File: src/rtl/multicycle_controller.sv
// Sequencing FSM for the multi-cycle RISC-V core: walks each instruction through fetch, decode
// and execute phases and drives every datapath select/enable from the current state.
module multicycle_controller (
  input  logic       clk,
  input  logic       rst_n,
  input  logic [6:0] opcode,
  input  logic       mem_ready,
  input  logic       branch_taken,
  output logic       mem_req,
  output logic       mem_write,
  output logic       adr_src,
  output logic       ir_write,
  output logic       pc_write,
  output logic       pc_src,
  output logic       reg_write,
  output logic [1:0] alu_src_a,
  output logic [1:0] alu_src_b,
  output logic [3:0] alu_op,
  output logic [2:0] result_src,
  output logic [2:0] imm_src,
  output logic       branch,
  output logic       instr_retired,
  output logic       illegal_instr
);

  localparam logic [6:0] OpR     = 7'b0110011;
  localparam logic [6:0] OpI     = 7'b0010011;
  localparam logic [6:0] OpL     = 7'b0000011;
  localparam logic [6:0] OpS     = 7'b0100011;
  localparam logic [6:0] OpB     = 7'b1100011;
  localparam logic [6:0] OpJal   = 7'b1101111;
  localparam logic [6:0] OpJalr  = 7'b1100111;
  localparam logic [6:0] OpLui   = 7'b0110111;
  localparam logic [6:0] OpAuipc = 7'b0010111;

  typedef enum logic [3:0] {
    StIdle     = 4'd0,
    StFetch    = 4'd1,
    StDecode   = 4'd2,
    StMemAdr   = 4'd3,
    StMemRead  = 4'd4,
    StMemWb    = 4'd5,
    StMemWrite = 4'd6,
    StExecR    = 4'd7,
    StExecI    = 4'd8,
    StAluWb    = 4'd9,
    StBranch   = 4'd10,
    StJal      = 4'd11,
    StJalr     = 4'd12,
    StLui      = 4'd13,
    StAuipc    = 4'd14,
    StTrap     = 4'd15
  } state_e;

  state_e state_q, state_d;

  always_ff @(posedge clk or negedge rst_n) begin
    if (!rst_n) state_q <= StIdle;
    else        state_q <= state_d;
  end

  always_comb begin
    state_d       = state_q;
    mem_req       = 1'b0;
    mem_write     = 1'b0;
    adr_src       = 1'b0;
    ir_write      = 1'b0;
    pc_write      = 1'b0;
    pc_src        = 1'b0;
    reg_write     = 1'b0;
    alu_src_a     = 2'b00;
    alu_src_b     = 2'b00;
    alu_op        = 4'b0000;
    result_src    = 3'b000;
    imm_src       = 3'b000;
    branch        = 1'b0;
    instr_retired = 1'b0;
    illegal_instr = 1'b0;

    case (state_q)
      StIdle: state_d = StFetch;
      StFetch: begin
        mem_req   = 1'b1;
        alu_src_b = 2'b10;
        alu_op    = 4'b0010;
        ir_write  = mem_ready;
        pc_write  = mem_ready;
        if (mem_ready) state_d = StDecode;
      end
      StDecode: begin
        // Precompute old_pc + imm so branch/JAL targets sit in alu_out.
        alu_src_a = 2'b01;
        alu_src_b = 2'b01;
        alu_op    = 4'b0010;
        case (opcode)
          OpS:     imm_src = 3'b001;
          OpB:     imm_src = 3'b010;
          OpLui:   imm_src = 3'b011;
          OpJal:   imm_src = 3'b100;
          OpAuipc: imm_src = 3'b101;
          default: imm_src = 3'b000;
        endcase
        case (opcode)
          OpR:      state_d = StExecR;
          OpI:      state_d = StExecI;
          OpL, OpS: state_d = StMemAdr;
          OpB:      state_d = StBranch;
          OpJal:    state_d = StJal;
          OpJalr:   state_d = StJalr;
          OpLui:    state_d = StLui;
          OpAuipc:  state_d = StAuipc;
          default:  state_d = StTrap;
        endcase
      end
      StMemAdr: begin
        alu_src_a = 2'b10;
        alu_src_b = 2'b01;
        alu_op    = 4'b0010;
        imm_src   = (opcode == OpS) ? 3'b001 : 3'b000;
        state_d   = (opcode == OpS) ? StMemWrite : StMemRead;
      end
      StMemRead: begin
        mem_req = 1'b1;
        adr_src = 1'b1;
        if (mem_ready) state_d = StMemWb;
      end
      StMemWb: begin
        reg_write     = 1'b1;
        result_src    = 3'b001;
        instr_retired = 1'b1;
        state_d       = StFetch;
      end
      StMemWrite: begin
        mem_req       = 1'b1;
        mem_write     = 1'b1;
        adr_src       = 1'b1;
        instr_retired = mem_ready;
        if (mem_ready) state_d = StFetch;
      end
      StExecR: begin
        alu_src_a = 2'b10;
        state_d   = StAluWb;
      end
      StExecI: begin
        alu_src_a = 2'b10;
        alu_src_b = 2'b01;
        alu_op    = 4'b0001;
        state_d   = StAluWb;
      end
      StAluWb: begin
        reg_write     = 1'b1;
        instr_retired = 1'b1;
        state_d       = StFetch;
      end
      StBranch: begin
        branch        = 1'b1;
        alu_src_a     = 2'b10;
        alu_op        = 4'b0100;
        pc_src        = 1'b1;
        pc_write      = branch_taken;
        instr_retired = 1'b1;
        state_d       = StFetch;
      end
      StJal: begin
        pc_write      = 1'b1;
        pc_src        = 1'b1;
        reg_write     = 1'b1;
        result_src    = 3'b010;
        imm_src       = 3'b100;
        instr_retired = 1'b1;
        state_d       = StFetch;
      end
      StJalr: begin
        alu_src_a     = 2'b10;
        alu_src_b     = 2'b01;
        alu_op        = 4'b1000;
        pc_write      = 1'b1;
        reg_write     = 1'b1;
        result_src    = 3'b010;
        instr_retired = 1'b1;
        state_d       = StFetch;
      end
      StLui: begin
        reg_write     = 1'b1;
        result_src    = 3'b011;
        imm_src       = 3'b011;
        instr_retired = 1'b1;
        state_d       = StFetch;
      end
      StAuipc: begin
        reg_write     = 1'b1;
        result_src    = 3'b100;
        imm_src       = 3'b101;
        instr_retired = 1'b1;
        state_d       = StFetch;
      end
      StTrap: illegal_instr = 1'b1;
      default: state_d = StIdle;
    endcase
  end

endmodule

File: config.mk
export PLATFORM = sky130hd
export DESIGN_NAME = multicycle_controller
export DESIGN_NICKNAME = d
export VERILOG_FILES = /design/src/rtl/multicycle_controller.sv
export SDC_FILE = /design/constraint.sdc
export NUM_CORES = 1
export LEC_CHECK = 0
export CAP_MARGIN = 20
export CORE_ASPECT_RATIO = 0.9
export CORE_UTILIZATION = 44
export DETAILED_ROUTE_END_ITERATION = 7
export HOLD_SLACK_MARGIN = 0.05
export PLACE_DENSITY = 0.85
export SLEW_MARGIN = 10
export SYNTH_ARGS = -nofsm -noshare
export SYNTH_HDL_FRONTEND = slang
export SYNTH_SLANG_ARGS = --single-unit
File: constraint.sdc
create_clock -name clk -period 2.39 [get_ports clk]
set_input_delay 0.478 -clock clk [delete_from_list [all_inputs] [get_ports clk]]
set_output_delay 0.478 -clock clk [all_outputs]
set_load 0.01 [all_outputs]
=== Word level (Yosys, flattened, before mapping) ===
Index checks and enable logic that the tools add are counted.

* Bits in registers: 4
* Latch bits: 0
* Bits in writable memories: 0
* Memory bits (read-only): 0
* Output and inout bits: 24
* Word-level logic and storage cells: 66
* Memories kept: 0

* Add/sub/neg operators: 0
* $mul: 0
* Div/mod/pow operators: 0
* Magnitude comparators: 0
* Eq/ne operators: 27
* Shift-type cells: 0
* Mux-type cells: 23
* Bitwise gates (word level): 0
* Reductions and logical operators: 15

{| class="wikitable"
|+ Operator list
! cell !! count
|-
| $eq 4x4->1 const B || 8
|-
| $pmux 4 s8 || 1
|-
| $pmux 3 s5 || 2
|-
| $pmux 4 s7 || 1
|-
| $eq 7x6->1 const B || 3
|-
| $eq 7x7->1 const B || 3
|-
| $eq 4x3->1 const B || 4
|-
| $pmux 4 s4 || 1
|-
| $eq 7x5->1 const B || 2
|-
| $mux 4 || 3
|-
| $pmux 3 s4 || 1
|-
| $reduce_or 2->1 || 5
|-
| $mux 1 || 9
|-
| $eq 4x2->1 const B || 2
|-
| $pmux 2 s2 || 2
|-
| $reduce_or 8->1 || 1
|-
| $eq 7x2->1 const B || 1
|-
| $reduce_bool 7->1 || 1
|-
| $reduce_or 7->1 || 1
|-
| $ne 2x2->1 const B || 3
|-
| $reduce_or 3->1 || 2
|-
| $reduce_or 6->1 || 1
|-
| $reduce_or 5->1 || 1
|-
| $eq 4x1->1 const B || 1
|-
| other kinds (6) || 6
|}

=== Logic depth before layout (Yosys ltp) ===
Gate-level depths: netlist of the first run.

* Depth in word-level cells: 4
* Depth in mapped cells: 6
* Mapped depth without buffers: 4

=== Worst setup path before layout of the first run ===
No wires, ideal clock.

* Path kind: input port to output port
* Start point: input opcode[3]
* End point: output imm_src[2]
* Arrival: 1417 ps
* Required time: 1912 ps
* Slack: 495 ps
* Stages on the path: 5
* Path buffers: 1
* Cell sequence: clkbuf_1 > nor4b_1 > a31oi_1 > o31a_1 > nor2_1

* Longest elaborated chain between the ends: 3
* Elaborated cells between the ends (all ways): 7

{| class="wikitable"
|+ Ends and longest elaborated chain
! element !! line !! text
|-
| from (decl) || 6 || <nowiki>input logic [6:0] opcode,</nowiki>
|-
| $eq 7x5->1 (tied with other cells) || 95 || <nowiki>case (opcode)</nowiki>
|-
| $pmux 3 s5 * || 95 ||
|-
| $pmux 3 s5 * || 80 || <nowiki>case (state_q)</nowiki>
|-
| to (decl) || 20 || <nowiki>output logic [2:0] imm_src,</nowiki>
|}

Mark *: on every way between the ends. The rest lies on a longest branch, timed or not.

=== Final worst setup path of the first run ===
* Start point: register state_q[1]
* End point: output alu_op[3]

* Longest elaborated chain between the ends: 3
* Elaborated cells between the ends (all ways): 8

{| class="wikitable"
|+ Ends and longest elaborated chain
! element !! line !! text
|-
| from (decl) || 55 || <nowiki>state_e state_q, state_d;</nowiki>
|-
| from (signal assigned) || 58 || <nowiki>if (!rst_n) state_q <= StIdle;</nowiki>
|-
| from (signal assigned) || 59 || <nowiki>else state_q <= state_d;</nowiki>
|-
| $eq 4x2->1 or $eq 4x1->1 (tied branches) || 80 ||
|-
| $reduce_or 3->1 (no line) || -- ||
|-
| $pmux 4 s4 * || 80 ||
|-
| to (decl) || 18 || <nowiki>output logic [3:0] alu_op,</nowiki>
|}

Marks and branches as above.

==> impl_metrics.py, run 1 <==
metrics = {
    "timing": {
        "setup_violations": 0,
        "post-route-min-period_ns": 2.32,
        "finalClockSkew_ns": 0.00577,
        "finalCritPeriodShare": 0.970,
        "rsz0062_at_grt": "no",
        "hold_violations": 0,
        "fmax_mhz": 431,
        "tns_ns": 0,
        "worstMarginPinSlew_ns": 0.352,
        "relSlewSlack": 0.764,
        "final_max_slew_viol_count": 0,
    },
    "route": {
        "drtPass1Iterations": 4,
        "ant_nets": 0,
        "routed_wl_mm": 2.51,
        "drtIter0Drc": 30,
        "post-route-drc-count": 0,
        "wl_per_cell_microns": 14.2,
        "vias": 1011,
        "vias_per_cell": 5.71,
    },
    "power": {
        "leakagePower_nw": 0.565,
        "pwr-share-clk": 0.077,
        "power_frac_seq": 0.148,
        "switching_share": 0.456,
        "powerDensity_nw_per_um2": 874,
        "p_switching_uw": 503,
        "ir_drop_uv": 483,
        "combPwrFrac": 0.775,
        "internal_power_uw": 601,
    },
    "final_layout": {
        "regArea_sq_um": 103,
        "area_growth_pct": 67.8,
        "fin_nets": 168,
        "n_antenna_cell": 0,
        "utilization": 0.835,
        "layout_commonest_cell": "clkdlybuf4s50_1",
        "fill_cells": 110,
        "multi_input_area_sq_um": 606,
        "largest_reg_flops": 4,
        "largest_registers": "state_q (4)",
        "drive_above_1_share": 0.316,
        "max_flop_register": "state_q",
        "layout_common_cells": "clkdlybuf4s50_1 (25), buf_4 (23), nand2_1 (12), nor2_1 (9)",
    },
    "grt": {
        "grt_max_degree": 18,
        "grt_pass1_wl_mm": 3.80,
        "antenna_found_initial": 0,
        "overflow": 0,
        "grtUsageTotal": 0.290,
        "grt_pass1_vias": 842,
    },
    "floorplan": {
        "die_x_microns": 45.6,
        "die_area_sq_um": 1880,
        "initial_core_util": 0.498,
        "ios": 35,
        "placementRows": 13,
        "die_h_microns": 41.3,
        "core_area_sq_um": 1510,
    },
    "worst_setup_path": {
        "r2r_start": "state_q[1]",
        "critPathMaxFanout": 14,
        "critPathLaunch": "state_q[1]",
        "startpoint_type": "flop",
        "rr_worst_depth": 6,
        "reg2reg_to": "state_q[1]",
        "cp.arrival_ns": 1.84,
        "required_ns": 1.91,
        "crit_end": "alu_op[3]",
        "r2r_setup_slack_ns": 0.88,
        "worst-setup-path-type": "reg2out",
        "endpoint_kind": "output port",
    },
    "clock_tree": {
        "cts.sinks": 4,
        "clk_pin_slew_ns": 0.04,
        "htree_levels": 1,
        "insertion_delay_ns": 0.24,
        "cts_inserted_buffers": 3,
        "postCtsHoldBufs": 0,
        "cts_root_buf": "clkbuf_4",
        "cts_tree": "yes",
        "clock_path_buffers": 2,
    },
    "synthesis": {
        "netlist_instances": 107,
        "synthArstFlopShare": 1.00,
        "synth_nets": 118,
        "synth_area_per_cell_sq_um": 7.04,
        "ys_seq_area_frac": 0.133,
        "ys.flop_type": "dfrtp_1",
        "synth.distinct_cells": 46,
        "yosysWarningCount": 0,
        "synth_edf_count": 0,
        "synth_area_leaders": "dfrtp_1 (13%), nand2_1 (6.0%), nor2_1 (5.5%)",
        "synth-seq-cells": 4,
        "synth_top_cell_by_area": "dfrtp_1",
        "synth_top_cell_area_share": 0.133,
        "synth_area_sq_um": 753,
    },
    "flow_run": {
        "drv_cap": 0,
    },
    "placement": {
        "dp_hpwl_mm": 2.00,
        "port_buffers": 34,
        "place_congestion": 0.859,
    },
    "hold_path": {
        "hold_class": "in2async",
    },
    "outcome": {
        "outcome": "finished, final reports clean",
    },
}
-- power by group through the flow --
stage	registers [mW]	logic [mW]	clock network, mW
final	0.164	0.856	0.0847
after detailed placement	0.157	0.853	0
after floorplan	0.115	0.515	0
after global routing	0.168	0.932	0.0924
after global placement	0.154	0.835	0
after CTS	0.156	0.846	0.0861
-- critical path, stage by stage, from the launching register on --
cell and delay, ns:
dfrtp_1 0.41, buf_4 0.20, or2_2 0.35, nor2_1 0.11, clkdlybuf4s50_1 0.54
-- synth_stat cells, types with 3 or more instances --
library cell	count
buf_4	3
nand2_1	12
a211oi_1	4
buf_2	4
a21oi_1	4
and3_1	3
nand2b_1	5
nor2_1	11
dfrtp_1	4
clkbuf_1	4
nor3_1	6
o21ai_0	4
-- cells by family (layout without fill, tap and decap cells) --
family,count (synthesis),in the layout,share of synthesized area
xor gates and xnor gates,2,2,0.0233
AOI/OAI and AO/OA,28,28,0.271
muxes,2,2,0.0282
buffers and inverters,13,61,0.0963
and+or+nand+nor,58,58,0.449
DFF,4,4,0.133
-- routing by layer --
layer / global-route usage / vias to the layer above / wire length, microns
met3: 0.0441 / 8 / 166
met2: 0.532 / 55 / 1250
met5: 0 / - / 0
met4: 0.152 / 0 / 79
met1: 0.328 / 459 / 1020
li1: - / 489 / -
-- area by class of cell --
type	instances	area share
clock buffer	3	0.0178
tap	22	0.0218
timing repair buffer	57	0.397
sequential	4	0.0812
inverter	1	0.00297
multi-input combinational	90	0.479
-- how the worst min path moves through the flow --
stage	from	endpoint	slack, ns
finish	rst_n	state_q[3]	0.45
global route	rst_n	state_q[3]	0.46
CTS	rst_n	state_q[3]	0.45
detailed placement	rst_n	state_q[3]	0.70
global placement	rst_n	state_q[2]	0.68
floorplan	rst_n	state_q[0]	0.18
-- stage by stage --
step	setup slack (ns)	hold slack, ns	total power [mW]	cell area [sq um]	cells
after detailed placement	-0.399	0.703	1.01	1220	174
after CTS	-0.0173	0.455	1.09	1260	177
after global routing	0.00294	0.459	1.19	1260	177
final	0.0725	0.448	1.10	1260	177
after global placement	-0.387	0.681	0.989	1220	174
after floorplan	0.495	0.182	0.630	753	107
-- repair_timing --
action                                  CTS  global route
gates resized for setup                  13            12
setup buffers                             0             0
pin swaps                                 1             1
endpoints found under the setup margin    4            11
No activity file was read; power rests on OpenSTA's default activity.
==> run 2: changes to the inputs <==
--- a/config.mk
+++ b/config.mk
@@ -5,12 +5,15 @@
 export SDC_FILE = /design/constraint.sdc
 export NUM_CORES = 1
 export LEC_CHECK = 0
+export ABC_AREA = 1
 export CAP_MARGIN = 20
+export CELL_PAD_IN_SITES_DETAIL_PLACEMENT = 1
+export CELL_PAD_IN_SITES_GLOBAL_PLACEMENT = 1
 export CORE_ASPECT_RATIO = 0.9
-export CORE_UTILIZATION = 44
+export CORE_UTILIZATION = 26
 export DETAILED_ROUTE_END_ITERATION = 7
 export HOLD_SLACK_MARGIN = 0.05
-export PLACE_DENSITY = 0.85
+export PLACE_DENSITY_LB_ADDON = 0.1
 export SLEW_MARGIN = 10
 export SYNTH_ARGS = -nofsm -noshare
 export SYNTH_HDL_FRONTEND = slang
==> impl_metrics.py, run 2 <==
metrics = {
    "outcome": {
        "outcome": "finished, final reports clean",
    },
    "floorplan": {
        "die_area_sq_um": 2890,
        "die_x_microns": 56.5,
        "placementRows": 17,
        "core_area_sq_um": 2490,
        "die_h_microns": 51.1,
        "ios": 35,
        "initial_core_util": 0.280,
    },
    "route": {
        "vias": 1044,
        "post-route-drc-count": 0,
        "vias_per_cell": 4.86,
        "routed_wl_mm": 2.71,
        "drtPass1Iterations": 4,
        "wl_per_cell_microns": 12.6,
        "ant_nets": 0,
        "drtIter0Drc": 27,
    },
    "final_layout": {
        "utilization": 0.504,
        "fill_cells": 350,
        "layout_common_cells": "nand2_1 (38), clkdlybuf4s50_1 (25), inv_1 (24), nor2_1 (15), buf_4 (13)",
        "fin_nets": 200,
        "n_antenna_cell": 0,
        "largest_registers": "state_q (4)",
        "layout_commonest_cell": "nand2_1",
        "final_cell_count_no_fill": 215,
        "max_flop_register": "state_q",
        "largest_reg_flops": 4,
        "fin_area_sq_um": 1250,
        "drive_above_1_share": 0.267,
        "area_growth_pct": 80.2,
    },
    "clock_tree": {
        "htree_levels": 1,
        "cts_tree": "yes",
        "cts_root_buf": "clkbuf_4",
        "clk_pin_slew_ns": 0.04,
        "clock_path_buffers": 2,
        "cts.sinks": 4,
        "postCtsHoldBufs": 0,
        "cts_setup_buffers": 0,
        "insertion_delay_ns": 0.24,
        "cts_inserted_buffers": 3,
    },
    "synthesis": {
        "yosysWarningCount": 0,
        "synth_top_cell_by_area": "nand2_1",
        "synth.distinct_cells": 19,
        "netlist_instances": 138,
        "ys.flop_type": "dfrtp_1",
        "synth_edf_count": 0,
        "synth_area_leaders": "nand2_1 (22%), dfrtp_1 (14%), inv_1 (13%)",
        "synthTopCellsByCount": "nand2_1 (40), inv_1 (25), nor2_1 (20)",
        "ys_seq_area_frac": 0.144,
        "synth_most_common_cell": "nand2_1",
        "synth_area_per_cell_sq_um": 5.04,
        "synth_area_sq_um": 696,
        "synth_top_cell_area_share": 0.216,
        "synthArstFlopShare": 1.00,
        "synth-seq-cells": 4,
        "synth_nets": 149,
    },
    "placement": {
        "place_area_sq_um": 1160,
        "port_buffers": 34,
        "dp.cells": 212,
        "place_ws_ns": -0.384,
        "dp_hpwl_mm": 2.29,
        "place_congestion": 0.920,
    },
    "timing": {
        "rsz0062_at_grt": "yes",
        "tns_ns": 0,
        "finalCritPeriodShare": 0.956,
        "worstMarginPinSlew_ns": 0.287,
        "finalWorstSetupSlack_ns": 0.105,
        "finalClockSkew_ns": 0.00633,
        "fmax_mhz": 438,
        "post-route-min-period_ns": 2.28,
        "final_max_slew_viol_count": 0,
        "setup_violations": 0,
        "relSlewSlack": 0.807,
        "hold_violations": 0,
    },
    "grt": {
        "overflow": 0,
        "grt_pass1_vias": 1036,
        "grt_max_degree": 8,
        "grtUsageTotal": 0.198,
        "antenna_found_initial": 0,
        "grt_pass1_wl_mm": 4.50,
    },
    "hold_path": {
        "hold_class": "in2async",
    },
    "power": {
        "leakagePower_nw": 0.752,
        "ir_drop_uv": 737,
        "powerDensity_nw_per_um2": 999,
    },
    "worst_setup_path": {
        "critPathMaxFanout": 3,
        "r2r_start": "state_q[2]",
        "endpoint_kind": "output port",
        "cp.arrival_ns": 1.81,
        "startpoint_type": "input port",
        "required_ns": 1.91,
        "critPathLaunch": "opcode[0]",
        "worst-setup-path-type": "in2out",
    },
    "flow_run": {
        "drv_cap": 0,
    },
}
## run 2: worst paths after layout
| path | cells past startpoint | end | slack (ns) |
|---|---|---|---|
| min reg2reg | 2 | state_q[0] | 0.60 |
| max | 9 | imm_src[1] | 0.11 |
| min | 1 | state_q[3] | 0.44 |
| min in group clk | 2 | state_q[0] | 0.60 |
| max in group asynchronous | 1 | state_q[0] | 1.75 |
| max reg2reg | 10 | state_q[0] | 0.93 |
## run 2: repair_timing
| action | 4_1_cts | 5_1_grt |
|---|---|---|
| endpoints found under the hold margin | 0 | 0 |
| pin swaps | 0 | 2 |
| gates resized for setup | 11 | 24 |
| endpoints found under the setup margin | 4 | 10 |
## run 2: layout make-up
type	instances	area [sq um]	share of cell area
inverters	31	116	0.0928
flip-flops and latches	4	103	0.0818
clock buffers	3	22.5	0.0180
repair buffers	47	445	0.355
well taps	28	35.0	0.0279
multi-input cells	102	532	0.424
## run 2: per-stage QoR
step | power [mW] | hold slack (ns)
final | 1.25 | 0.443
after CTS | 1.22 | 0.441
after global routing | 1.38 | 0.446
after global placement | 1.10 | 0.605
after floorplan | 0.691 | 0.182
after detailed placement | 1.13 | 0.616
## run 2: power breakdown
group	switching [mW]	internal (mW)
Sequential	0.0605	0.106
Clock	0.0297	0.0563
Combinational	0.558	0.441
## run 2: layer usage
layer  part of all wire  vias up  track usage  wire [microns]
li1                   -      524            -               -
met4             0.0048        0       0.0285              13
met5                  0        -            0               0
met1               0.44      489        0.243            1190
met2               0.51       29        0.367            1380
met3              0.046        2       0.0329             126
## run 2: worst max-delay path, cell delays in order
cell	delay [ns]
clkdlybuf4s50_1	0.48
nand3_1	0.13
buf_4	0.17
inv_1	0.05
nand2_1	0.09
o21ai_2	0.08
nand2_1	0.06
nand2_1	0.06
clkdlybuf4s15_2	0.21
## run 2: cell families after synthesis
family / after synthesis / synth area share
AO/OA/AOI/OAI: 14 / 0.117
buffers and inverters: 32 / 0.178
flip-flops: 4 / 0.144
AND/OR/NAND/NOR: 88 / 0.561
==> run 3: changes to the inputs <==
--- a/config.mk
+++ b/config.mk
@@ -6,11 +6,13 @@
 export NUM_CORES = 1
 export LEC_CHECK = 0
 export ABC_AREA = 1
-export CAP_MARGIN = 20
+export CAP_MARGIN = 10
 export CELL_PAD_IN_SITES_DETAIL_PLACEMENT = 1
 export CELL_PAD_IN_SITES_GLOBAL_PLACEMENT = 1
 export CORE_ASPECT_RATIO = 0.9
+export CORE_MARGIN = 3
 export CORE_UTILIZATION = 26
+export CTS_CLUSTER_DIAMETER = 50
 export DETAILED_ROUTE_END_ITERATION = 7
 export HOLD_SLACK_MARGIN = 0.05
 export PLACE_DENSITY_LB_ADDON = 0.1
==> impl_metrics.py, run 3 (synthesized netlist as in run 2, its figures left out) <==
metrics = {
    "final_layout": {
        "max_flop_register": "state_q",
        "layout_common_cells": "nand2_1 (38), clkdlybuf4s50_1 (26), inv_1 (23), nor2_1 (16), buf_4 (12)",
        "largest_reg_flops": 4,
        "layout_commonest_cell": "nand2_1",
        "fin_nets": 199,
        "fin_area_sq_um": 1210,
        "fill_cells": 360,
        "area_growth_pct": 73.6,
        "drive_above_1_share": 0.253,
        "n_antenna_cell": 0,
        "largest_registers": "state_q (4)",
    },
    "floorplan": {
        "initial_core_util": 0.277,
        "die_area_sq_um": 3330,
        "die_x_microns": 60.5,
        "ios": 35,
        "die_h_microns": 55.1,
        "core_area_sq_um": 2510,
        "placementRows": 17,
    },
    "clock_tree": {
        "insertion_delay_ns": 0.24,
        "clk_pin_slew_ns": 0.04,
        "cts_root_buf": "clkbuf_4",
        "cts_inserted_buffers": 3,
        "postCtsHoldBufs": 0,
        "clock_path_buffers": 2,
        "cts_tree": "yes",
        "htree_levels": 1,
        "cts.sinks": 4,
    },
    "placement": {
        "place_congestion": 0.841,
        "dp_hpwl_mm": 2.27,
        "place_area_sq_um": 1150,
        "port_buffers": 34,
    },
    "worst_setup_path": {
        "r2r_setup_slack_ns": 0.92,
        "startpoint_type": "flop",
        "endpoint_kind": "output port",
        "crit_slowest_cell": "clkdlybuf4s50_1",
        "cp_num_buf_inv": 2,
        "worst-setup-path-type": "reg2out",
        "critPathMaxFanout": 4,
        "critPathLaunch": "state_q[2]",
        "crit_family": "buffers and inverters",
        "r2r_start": "state_q[2]",
        "critPathMaxStageDelay_ns": 0.48,
        "rr_worst_depth": 10,
        "crit_chain": "nand2_1 > inv_1 > nand2_2 > nand3_2 > nor2_4 > nand3_1 > clkdlybuf4s50_1",
        "required_ns": 1.91,
        "reg2reg_to": "state_q[0]",
        "cp.arrival_ns": 1.80,
    },
    "route": {
        "drtPass1Iterations": 4,
        "post-route-drc-count": 0,
        "vias": 1029,
        "drtIter0Drc": 21,
        "routed_wl_mm": 2.66,
        "wl_per_cell_microns": 12.4,
        "ant_nets": 0,
        "vias_per_cell": 4.81,
    },
    "grt": {
        "grtUsageTotal": 0.168,
        "grtUsageMet3": 0.0371,
        "grt_max_degree": 8,
        "grtUsageMet2": 0.320,
        "antenna_found_initial": 0,
        "grt_pass1_vias": 960,
        "overflow": 0,
        "grt_pass1_wl_mm": 4.24,
        "use_met1": 0.207,
        "gr-max-usage-layer": "met2",
    },
    "timing": {
        "hold_violations": 0,
        "final_max_slew_viol_count": 0,
        "finalClockSkew_ns": 0.00684,
        "post-route-min-period_ns": 2.28,
        "fmax_mhz": 438,
        "finalCritPeriodShare": 0.955,
        "fin_hold_ws_ns": 0.438,
        "worstMarginPinSlew_ns": 0.256,
        "relSlewSlack": 0.828,
        "setup_violations": 0,
    },
    "power": {
        "ir_drop_uv": 508,
        "leakagePower_nw": 0.722,
        "powerDensity_nw_per_um2": 1040,
    },
    "outcome": {
        "outcome": "finished, final reports clean",
    },
    "hold_path": {
        "hold_class": "in2async",
    },
    "flow_run": {
        "drv_cap": 0,
    },
}
run 3: routing by layer:
metal  part of all wire  wire length (microns)
met1               0.45                   1200
met2               0.49                   1300
met3              0.061                    161
met4                  0                      0
met5                  0                      0
run 3: per-stage QoR:
stage	util	total power [mW]	setup WS, ns	setup TNS, ns	instances
after CTS	0.473	1.23	0.00901	0	213
final	0.481	1.26	0.107	0	214
after global routing	0.481	1.39	-0.0111	-0.0149	214
after global placement	0.457	1.10	-0.302	-0.792	210
after detailed placement	0.457	1.13	-0.351	-0.922	210
after floorplan	-	0.691	0.627	0	138
run 3: what timing repair did:
item | CTS | global route
buffers inserted | 0 | 1
gates cloned | 0 | 0
hold endpoints to repair | 0 | 0
endpoints found under the setup margin | 6 | 6
resized for setup | 15 | 12
pin swaps | 0 | 1
run 3: final cells by class:
class,count,area (sq um),share of cell area
Clock buffer,3,22.5,0.0187
Inverter,31,116,0.0964
Multi-Input combinational cell,102,507,0.420
Sequential cell,4,103,0.0850
Tap cell,28,35.0,0.0290
Timing Repair Buffer,46,424,0.351
run 3: worst max path at each step:
stage	to	slack (ns)	cells after the start
floorplan	imm_src[0]	0.63	7
detailed placement	imm_src[0]	-0.35	9
finish	instr_retired	0.11	7
CTS	imm_src[0]	0.009	9
global placement	imm_src[0]	-0.30	9
global route	instr_retired	-0.01	7
run 3: where the power goes:
part	internal, mW	total (mW)	switching [mW]
Sequential	0.106	0.167	0.0612
Combinational	0.447	1.00	0.555
Clock	0.0564	0.0867	0.0304
